--- config.mk ---
export PLATFORM = sky130hd
export DESIGN_NAME = vga_timing_gen_flat
export DESIGN_NICKNAME = d
export VERILOG_FILES = /design/src/rtl/vga_timing_gen_if.sv /design/src/rtl/vga_timing_gen.sv /design/src/flat_wrapper.sv
export SDC_FILE = /design/constraint.sdc
export NUM_CORES = 1
export LEC_CHECK = 0
export CAP_MARGIN = 10
export CORE_MARGIN = 1
export CORE_UTILIZATION = 30
export CTS_CLUSTER_DIAMETER = 30
export DETAILED_ROUTE_END_ITERATION = 8
export GPL_ROUTABILITY_DRIVEN = 0
export GPL_TIMING_DRIVEN = 1
export HOLD_SLACK_MARGIN = 0.12
export SETUP_SLACK_MARGIN = 0.4
export SYNTH_ARGS = -nofsm -noshare
export SYNTH_HDL_FRONTEND = slang
export SYNTH_SLANG_ARGS = --single-unit
--- constraint.sdc ---
create_clock -name clk -period 3.95 [get_ports clk]
set_clock_uncertainty 0.05 [all_clocks]
set_input_delay 0.5925 -clock clk [delete_from_list [all_inputs] [get_ports clk]]
set_output_delay 0.5925 -clock clk [all_outputs]
set_load 0.1 [all_outputs]
--- src/rtl/vga_timing_gen_if.sv ---
// Raster/pixel bundle between the VGA timing generator and its neighbours.
// The master side is the timing generator: it takes the run enable and the
// colour returned by the graphics stage, and drives counters and pin outputs.
interface vga_timing_gen_if;
  logic       en;
  logic [7:0] pix_color;
  logic [9:0] hc;
  logic [9:0] vc;
  logic       pix_tick;
  logic       active;
  logic       frame_start;
  logic       hsync;
  logic       vsync;
  logic [2:0] vga_r;
  logic [2:0] vga_g;
  logic [1:0] vga_b;

  modport master (
    input  en, pix_color,
    output hc, vc, pix_tick, active, frame_start, hsync, vsync, vga_r, vga_g, vga_b
  );

  modport slave (
    output en, pix_color,
    input  hc, vc, pix_tick, active, frame_start, hsync, vsync, vga_r, vga_g, vga_b
  );
endinterface

--- src/rtl/vga_timing_gen.sv ---
// VGA raster timing generator with a programmable pixel-clock divider and a
// registered pin stage. hc/vc lead the pins by one pixel period so the
// graphics stage can answer combinationally; colour, syncs and active are
// captured together on the pixel tick and therefore stay aligned.
// H_TOTAL-1 and V_TOTAL-1 must fit in 10 bits.
module vga_timing_gen #(
  parameter int unsigned CLK_DIV  = 4,
  parameter int unsigned H_ACTIVE = 640,
  parameter int unsigned H_FP     = 16,
  parameter int unsigned H_SYNC   = 96,
  parameter int unsigned H_BP     = 48,
  parameter int unsigned V_ACTIVE = 480,
  parameter int unsigned V_FP     = 10,
  parameter int unsigned V_SYNC   = 2,
  parameter int unsigned V_BP     = 33,
  parameter bit          SYNC_POL = 1'b0
) (
  input  logic               clk,
  input  logic               reset_n,
  vga_timing_gen_if.master   io_vga
);

  localparam int unsigned H_TOTAL = H_ACTIVE + H_FP + H_SYNC + H_BP;
  localparam int unsigned V_TOTAL = V_ACTIVE + V_FP + V_SYNC + V_BP;
  localparam int unsigned DIV_W   = (CLK_DIV > 1) ? $clog2(CLK_DIV) : 1;

  localparam logic [DIV_W-1:0] DIV_LAST = DIV_W'(CLK_DIV - 1);
  localparam logic [9:0] H_LAST   = 10'(H_TOTAL - 1);
  localparam logic [9:0] V_LAST   = 10'(V_TOTAL - 1);
  localparam logic [9:0] H_VIS    = 10'(H_ACTIVE);
  localparam logic [9:0] V_VIS    = 10'(V_ACTIVE);
  localparam logic [9:0] HS_START = 10'(H_ACTIVE + H_FP);
  localparam logic [9:0] HS_END   = 10'(H_ACTIVE + H_FP + H_SYNC);
  localparam logic [9:0] VS_START = 10'(V_ACTIVE + V_FP);
  localparam logic [9:0] VS_END   = 10'(V_ACTIVE + V_FP + V_SYNC);
  localparam bit         SYNC_OFF = ~SYNC_POL;

  logic [DIV_W-1:0] r_div;
  logic             r_pix_tick;
  logic [9:0]       r_hc;
  logic [9:0]       r_vc;
  logic             r_active;
  logic             r_frame_start;
  logic             r_hsync;
  logic             r_vsync;
  logic [7:0]       r_rgb;

  logic [DIV_W-1:0] w_div_nxt;
  logic             w_tick_nxt;
  logic [9:0]       w_hc_nxt;
  logic [9:0]       w_vc_nxt;
  logic             w_vis;
  logic             w_hs_on;
  logic             w_vs_on;

  // Divider: tick is registered, so it is predicted from the next div value.
  always_comb begin
    w_div_nxt  = (r_div == DIV_LAST) ? '0 : r_div + 1'b1;
    w_tick_nxt = (w_div_nxt == DIV_LAST);
  end

  // Raster counters step once per pixel period.
  always_comb begin
    w_hc_nxt = r_hc;
    w_vc_nxt = r_vc;
    if (r_pix_tick) begin
      if (r_hc == H_LAST) begin
        w_hc_nxt = '0;
        w_vc_nxt = (r_vc == V_LAST) ? '0 : r_vc + 10'd1;
      end else begin
        w_hc_nxt = r_hc + 10'd1;
      end
    end
  end

  // Decode of the pixel currently addressed by hc/vc.
  always_comb begin
    w_vis   = (r_hc < H_VIS) && (r_vc < V_VIS);
    w_hs_on = (r_hc >= HS_START) && (r_hc < HS_END);
    w_vs_on = (r_vc >= VS_START) && (r_vc < VS_END);
  end

  // State and pin stage; en=0 reloads the reset image synchronously.
  always_ff @(posedge clk or negedge reset_n) begin
    if (!reset_n) begin
      r_div         <= '0;
      r_pix_tick    <= 1'b0;
      r_hc          <= '0;
      r_vc          <= '0;
      r_active      <= 1'b0;
      r_frame_start <= 1'b0;
      r_hsync       <= SYNC_OFF;
      r_vsync       <= SYNC_OFF;
      r_rgb         <= '0;
    end else if (!io_vga.en) begin
      r_div         <= '0;
      r_pix_tick    <= 1'b0;
      r_hc          <= '0;
      r_vc          <= '0;
      r_active      <= 1'b0;
      r_frame_start <= 1'b0;
      r_hsync       <= SYNC_OFF;
      r_vsync       <= SYNC_OFF;
      r_rgb         <= '0;
    end else begin
      r_div         <= w_div_nxt;
      r_pix_tick    <= w_tick_nxt;
      r_hc          <= w_hc_nxt;
      r_vc          <= w_vc_nxt;
      // Pulses for one clk right after pixel (0,0) is captured to the pins.
      r_frame_start <= r_pix_tick && (r_hc == '0) && (r_vc == '0);
      if (r_pix_tick) begin
        r_active <= w_vis;
        r_rgb    <= w_vis ? io_vga.pix_color : 8'h00;
        r_hsync  <= w_hs_on ? SYNC_POL : SYNC_OFF;
        r_vsync  <= w_vs_on ? SYNC_POL : SYNC_OFF;
      end
    end
  end

  assign io_vga.hc          = r_hc;
  assign io_vga.vc          = r_vc;
  assign io_vga.pix_tick    = r_pix_tick;
  assign io_vga.active      = r_active;
  assign io_vga.frame_start = r_frame_start;
  assign io_vga.hsync       = r_hsync;
  assign io_vga.vsync       = r_vsync;
  assign io_vga.vga_r       = r_rgb[7:5];
  assign io_vga.vga_g       = r_rgb[4:2];
  assign io_vga.vga_b       = r_rgb[1:0];

endmodule

--- src/flat_wrapper.sv ---
// flat-port wrapper written by rule: the top's interface ports become plain ports
module vga_timing_gen_flat 
#(
  parameter int unsigned CLK_DIV  = 4,
  parameter int unsigned H_ACTIVE = 640,
  parameter int unsigned H_FP     = 16,
  parameter int unsigned H_SYNC   = 96,
  parameter int unsigned H_BP     = 48,
  parameter int unsigned V_ACTIVE = 480,
  parameter int unsigned V_FP     = 10,
  parameter int unsigned V_SYNC   = 2,
  parameter int unsigned V_BP     = 33,
  parameter bit          SYNC_POL = 1'b0
)
  (clk, reset_n, io_vga_en, io_vga_pix_color, io_vga_hc, io_vga_vc, io_vga_pix_tick, io_vga_active, io_vga_frame_start, io_vga_hsync, io_vga_vsync, io_vga_vga_r, io_vga_vga_g, io_vga_vga_b);
  vga_timing_gen_if io_vga_i ();
  input  logic clk;
  input  logic reset_n;
  input wire logic [$bits(io_vga_i.en)-1:0] io_vga_en;
  input wire logic [$bits(io_vga_i.pix_color)-1:0] io_vga_pix_color;
  output wire logic [$bits(io_vga_i.hc)-1:0] io_vga_hc;
  output wire logic [$bits(io_vga_i.vc)-1:0] io_vga_vc;
  output wire logic [$bits(io_vga_i.pix_tick)-1:0] io_vga_pix_tick;
  output wire logic [$bits(io_vga_i.active)-1:0] io_vga_active;
  output wire logic [$bits(io_vga_i.frame_start)-1:0] io_vga_frame_start;
  output wire logic [$bits(io_vga_i.hsync)-1:0] io_vga_hsync;
  output wire logic [$bits(io_vga_i.vsync)-1:0] io_vga_vsync;
  output wire logic [$bits(io_vga_i.vga_r)-1:0] io_vga_vga_r;
  output wire logic [$bits(io_vga_i.vga_g)-1:0] io_vga_vga_g;
  output wire logic [$bits(io_vga_i.vga_b)-1:0] io_vga_vga_b;
  assign io_vga_i.en = io_vga_en;
  assign io_vga_i.pix_color = io_vga_pix_color;
  assign io_vga_hc = io_vga_i.hc;
  assign io_vga_vc = io_vga_i.vc;
  assign io_vga_pix_tick = io_vga_i.pix_tick;
  assign io_vga_active = io_vga_i.active;
  assign io_vga_frame_start = io_vga_i.frame_start;
  assign io_vga_hsync = io_vga_i.hsync;
  assign io_vga_vsync = io_vga_i.vsync;
  assign io_vga_vga_r = io_vga_i.vga_r;
  assign io_vga_vga_g = io_vga_i.vga_g;
  assign io_vga_vga_b = io_vga_i.vga_b;
  vga_timing_gen #(.CLK_DIV(CLK_DIV), .H_ACTIVE(H_ACTIVE), .H_FP(H_FP), .H_SYNC(H_SYNC), .H_BP(H_BP), .V_ACTIVE(V_ACTIVE), .V_FP(V_FP), .V_SYNC(V_SYNC), .V_BP(V_BP), .SYNC_POL(SYNC_POL)) u_core (.clk(clk), .reset_n(reset_n), .io_vga(io_vga_i));
endmodule
==> flow_metrics.env <==
export IMPL_status="completed"
export IMPL_fin_setup_tns_ps=0
export IMPL_routed_wl_mm=4.10
export IMPL_synth_edf_count=0
export IMPL_hold_viol_final=0
export IMPL_p_per_area_mw_per_mm2=361
export IMPL_crit_chain="clkdlybuf4s50_1"
export IMPL_fin_crit_sh=0.686
export IMPL_ctsHoldBuffers=0
export IMPL_min_path_type="reg2reg"
export IMPL_clk_pin_slew_ps=70
export IMPL_ys_async_sr_fraction=1.00
export IMPL_drive_above_1_share=0.0780
export IMPL_n_antenna_cell=0
export IMPL_cp_end_kind="output pin"
export IMPL_dp_hpwl_mm=2.94
export IMPL_nNetsFinal=234
export IMPL_yosys_warnings=0
export IMPL_grt_pass1_wl_mm=7.01
export IMPL_clk_latency_ps=280
export IMPL_antenna_left=0
export IMPL_slew_viol_final=0
export IMPL_synth_seq_cells=35
export IMPL_ir_drop_mv=0.155
export IMPL_syn_avg_cell_area_um2=10.2
export IMPL_syn_instance_count=174
export IMPL_setup_violations_final=0
export IMPL_coreArea_mm2=0.00561
export IMPL_max_stage_delay_ps=1210
export IMPL_layout_common_cells="clkdlybuf4s50_1, dfrtp_1, a22o_1"
export IMPL_leakage_nw=0.980
export IMPL_clk_path_buf_depth=2
export IMPL_crit_arrival_ps=2070
export IMPL_antenna_found_initial=0
export IMPL_required_ps=3310
export IMPL_clock_root_buffer="clkbuf_8"
export IMPL_worstMarginPinSlew_ps=1010
export IMPL_vias_per_cell=5.17
export IMPL_io_buffers=43
export IMPL_cpMaxStageDelayCell="clkdlybuf4s50_1"
export IMPL_cp_max_fo=10
export IMPL_die_height_um=78.9
export IMPL_final_common_cell="clkdlybuf4s50_1"
export IMPL_critPathTopFamily="buffers and inverters"
export IMPL_rsz0062_at_grt="false"
export IMPL_drc_errors=0
export IMPL_start_util=0.316
export IMPL_drt_wirelength_per_cell_um=14.1
export IMPL_grt_use_total=0.145
export IMPL_fp_row_count=27
export IMPL_cp_start_kind="flip-flop"
export IMPL_dr_pass1_iters=4
export IMPL_slew_limit_headroom=0.320
export IMPL_numCtsBuffers=5
export IMPL_ys_seq_area_frac=0.496
export IMPL_dieArea_mm2=0.00622
export IMPL_areaGrowthSynthToFinish_pct=34.5
export IMPL_grt_pass1_vias=1472
export IMPL_overflow=0
export IMPL_ys_flop_type="dfrtp_1"
export IMPL_die_w_um=78.9
export IMPL_cts_sinks=35
export IMPL_post_cts_buffers=0
export IMPL_io_pin_count=44
export IMPL_grt_max_degree=36
export IMPL_fmax_ghz=0.369
export IMPL_synth_nets=191
export IMPL_cts_tree="yes"
export IMPL_cp_num_buf_inv=1
export IMPL_path_class="reg2out"
export IMPL_report_power_total_w=0.000860
export IMPL_drt_iter0_drc=57
export IMPL_min_period_ps=2710
export IMPL_syn_area_mm2=0.00177
export IMPL_drv_cap=0
export IMPL_htreeDepth=2
export IMPL_vias=1499
export IMPL_ys_types=37
export IMPL_cts_resized=0
-- per-stage QoR --
stage / instances / util / setup slack (ps) / area (um2) / hold WS [ps]
6_report: 290 / 0.425 / 1240 / 2380 / 416
4_1_cts: 290 / 0.425 / 1230 / 2380 / 419
3_3_place_gp: 282 / 0.404 / 1300 / 2270 / 401
5_1_grt: 290 / 0.425 / 1180 / 2380 / 429
3_5_place_dp: 282 / 0.404 / 1180 / 2270 / 406
2_1_floorplan: 174 / - / 1350 / 1770 / 247
-- final cells by class --
cell class                 instances  area [um2]
clock buffer                       6        82.6
clock inverter                     2        35.0
fill                             554        3220
inverter                           8        30.0
multi-input combinational        123         830
sequential                        35         878
tap                               72        90.1
timing repair buffer              44         438
-- Yosys cell counts, drive strengths merged (2+ instances only) --
cell type	number	area (um2)
o31ai	2	28.8
or3	2	12.5
inv	8	30.0
ha	6	75.1
and2	2	12.5
nor4	3	18.8
dfstp	2	52.6
or4b	2	23.8
nor2	14	60.1
nand2	8	30.0
a21oi	6	30.0
nand3	11	55.1
nand2b	2	12.5
xor2	3	26.3
a22o	16	141
nor2b	2	12.5
nand4	6	37.5
and3	4	25.0
o21ai	12	60.1
or4	2	15.0
clkbuf	7	26.3
dfrtp	33	826
nor3	11	55.1
-- cells by family after synthesis --
logic type | count (synthesis) | synth area share
mux | 1 | 0.00636
compound gates | 41 | 0.181
xor+xnor | 4 | 0.0198
flops | 35 | 0.496
buf+inv | 16 | 0.0360
simple gates | 71 | 0.219
fa+ha+maj | 6 | 0.0424
-- registers in the layout, indices dropped and copies added, names as in the netlist --
name                       flops
u_core.io_vga.hsync            1
u_core.io_vga.pix_tick         1
u_core.io_vga.active           1
u_core.io_vga.vsync            1
u_core.r_rgb                   8
u_core.io_vga.hc              10
u_core.io_vga.vc              10
u_core.io_vga.frame_start      1
u_core.r_div                   2
-- final timing paths --
check / startpoint / endpoint / slack (ps) / cells after the start
min: u_core.r_div[0] / u_core.r_div[0] / 420 / 1
max in group asynchronous: reset_n / u_core.io_vga.hsync / 2840 / 2
max: u_core.io_vga.vc[4] / io_vga_vc[4] / 1240 / 1
max reg2reg: u_core.io_vga.hc[7] / u_core.io_vga.vc[6] / 1590 / 4
min reg2reg: u_core.r_div[0] / u_core.r_div[0] / 420 / 1
min in group asynchronous: reset_n / u_core.io_vga.pix_tick / 670 / 2
-- per-layer routing --
metal  vias up  share of wire  global-route usage
met5         -              0                   0
met1       720           0.48               0.187
met2        45           0.45               0.239
li1        729              -                   -
met3         5          0.053              0.0345
met4         0          0.014              0.0491
-- power by group --
part | internal, W | switching [W]
registers | 0.000370 | 0.0000129
clock network | 0.000204 | 0.000125
logic | 0.0000427 | 0.000106
total | 0.000617 | 0.000243
Note: power is estimated with default switching activity, not from simulation.
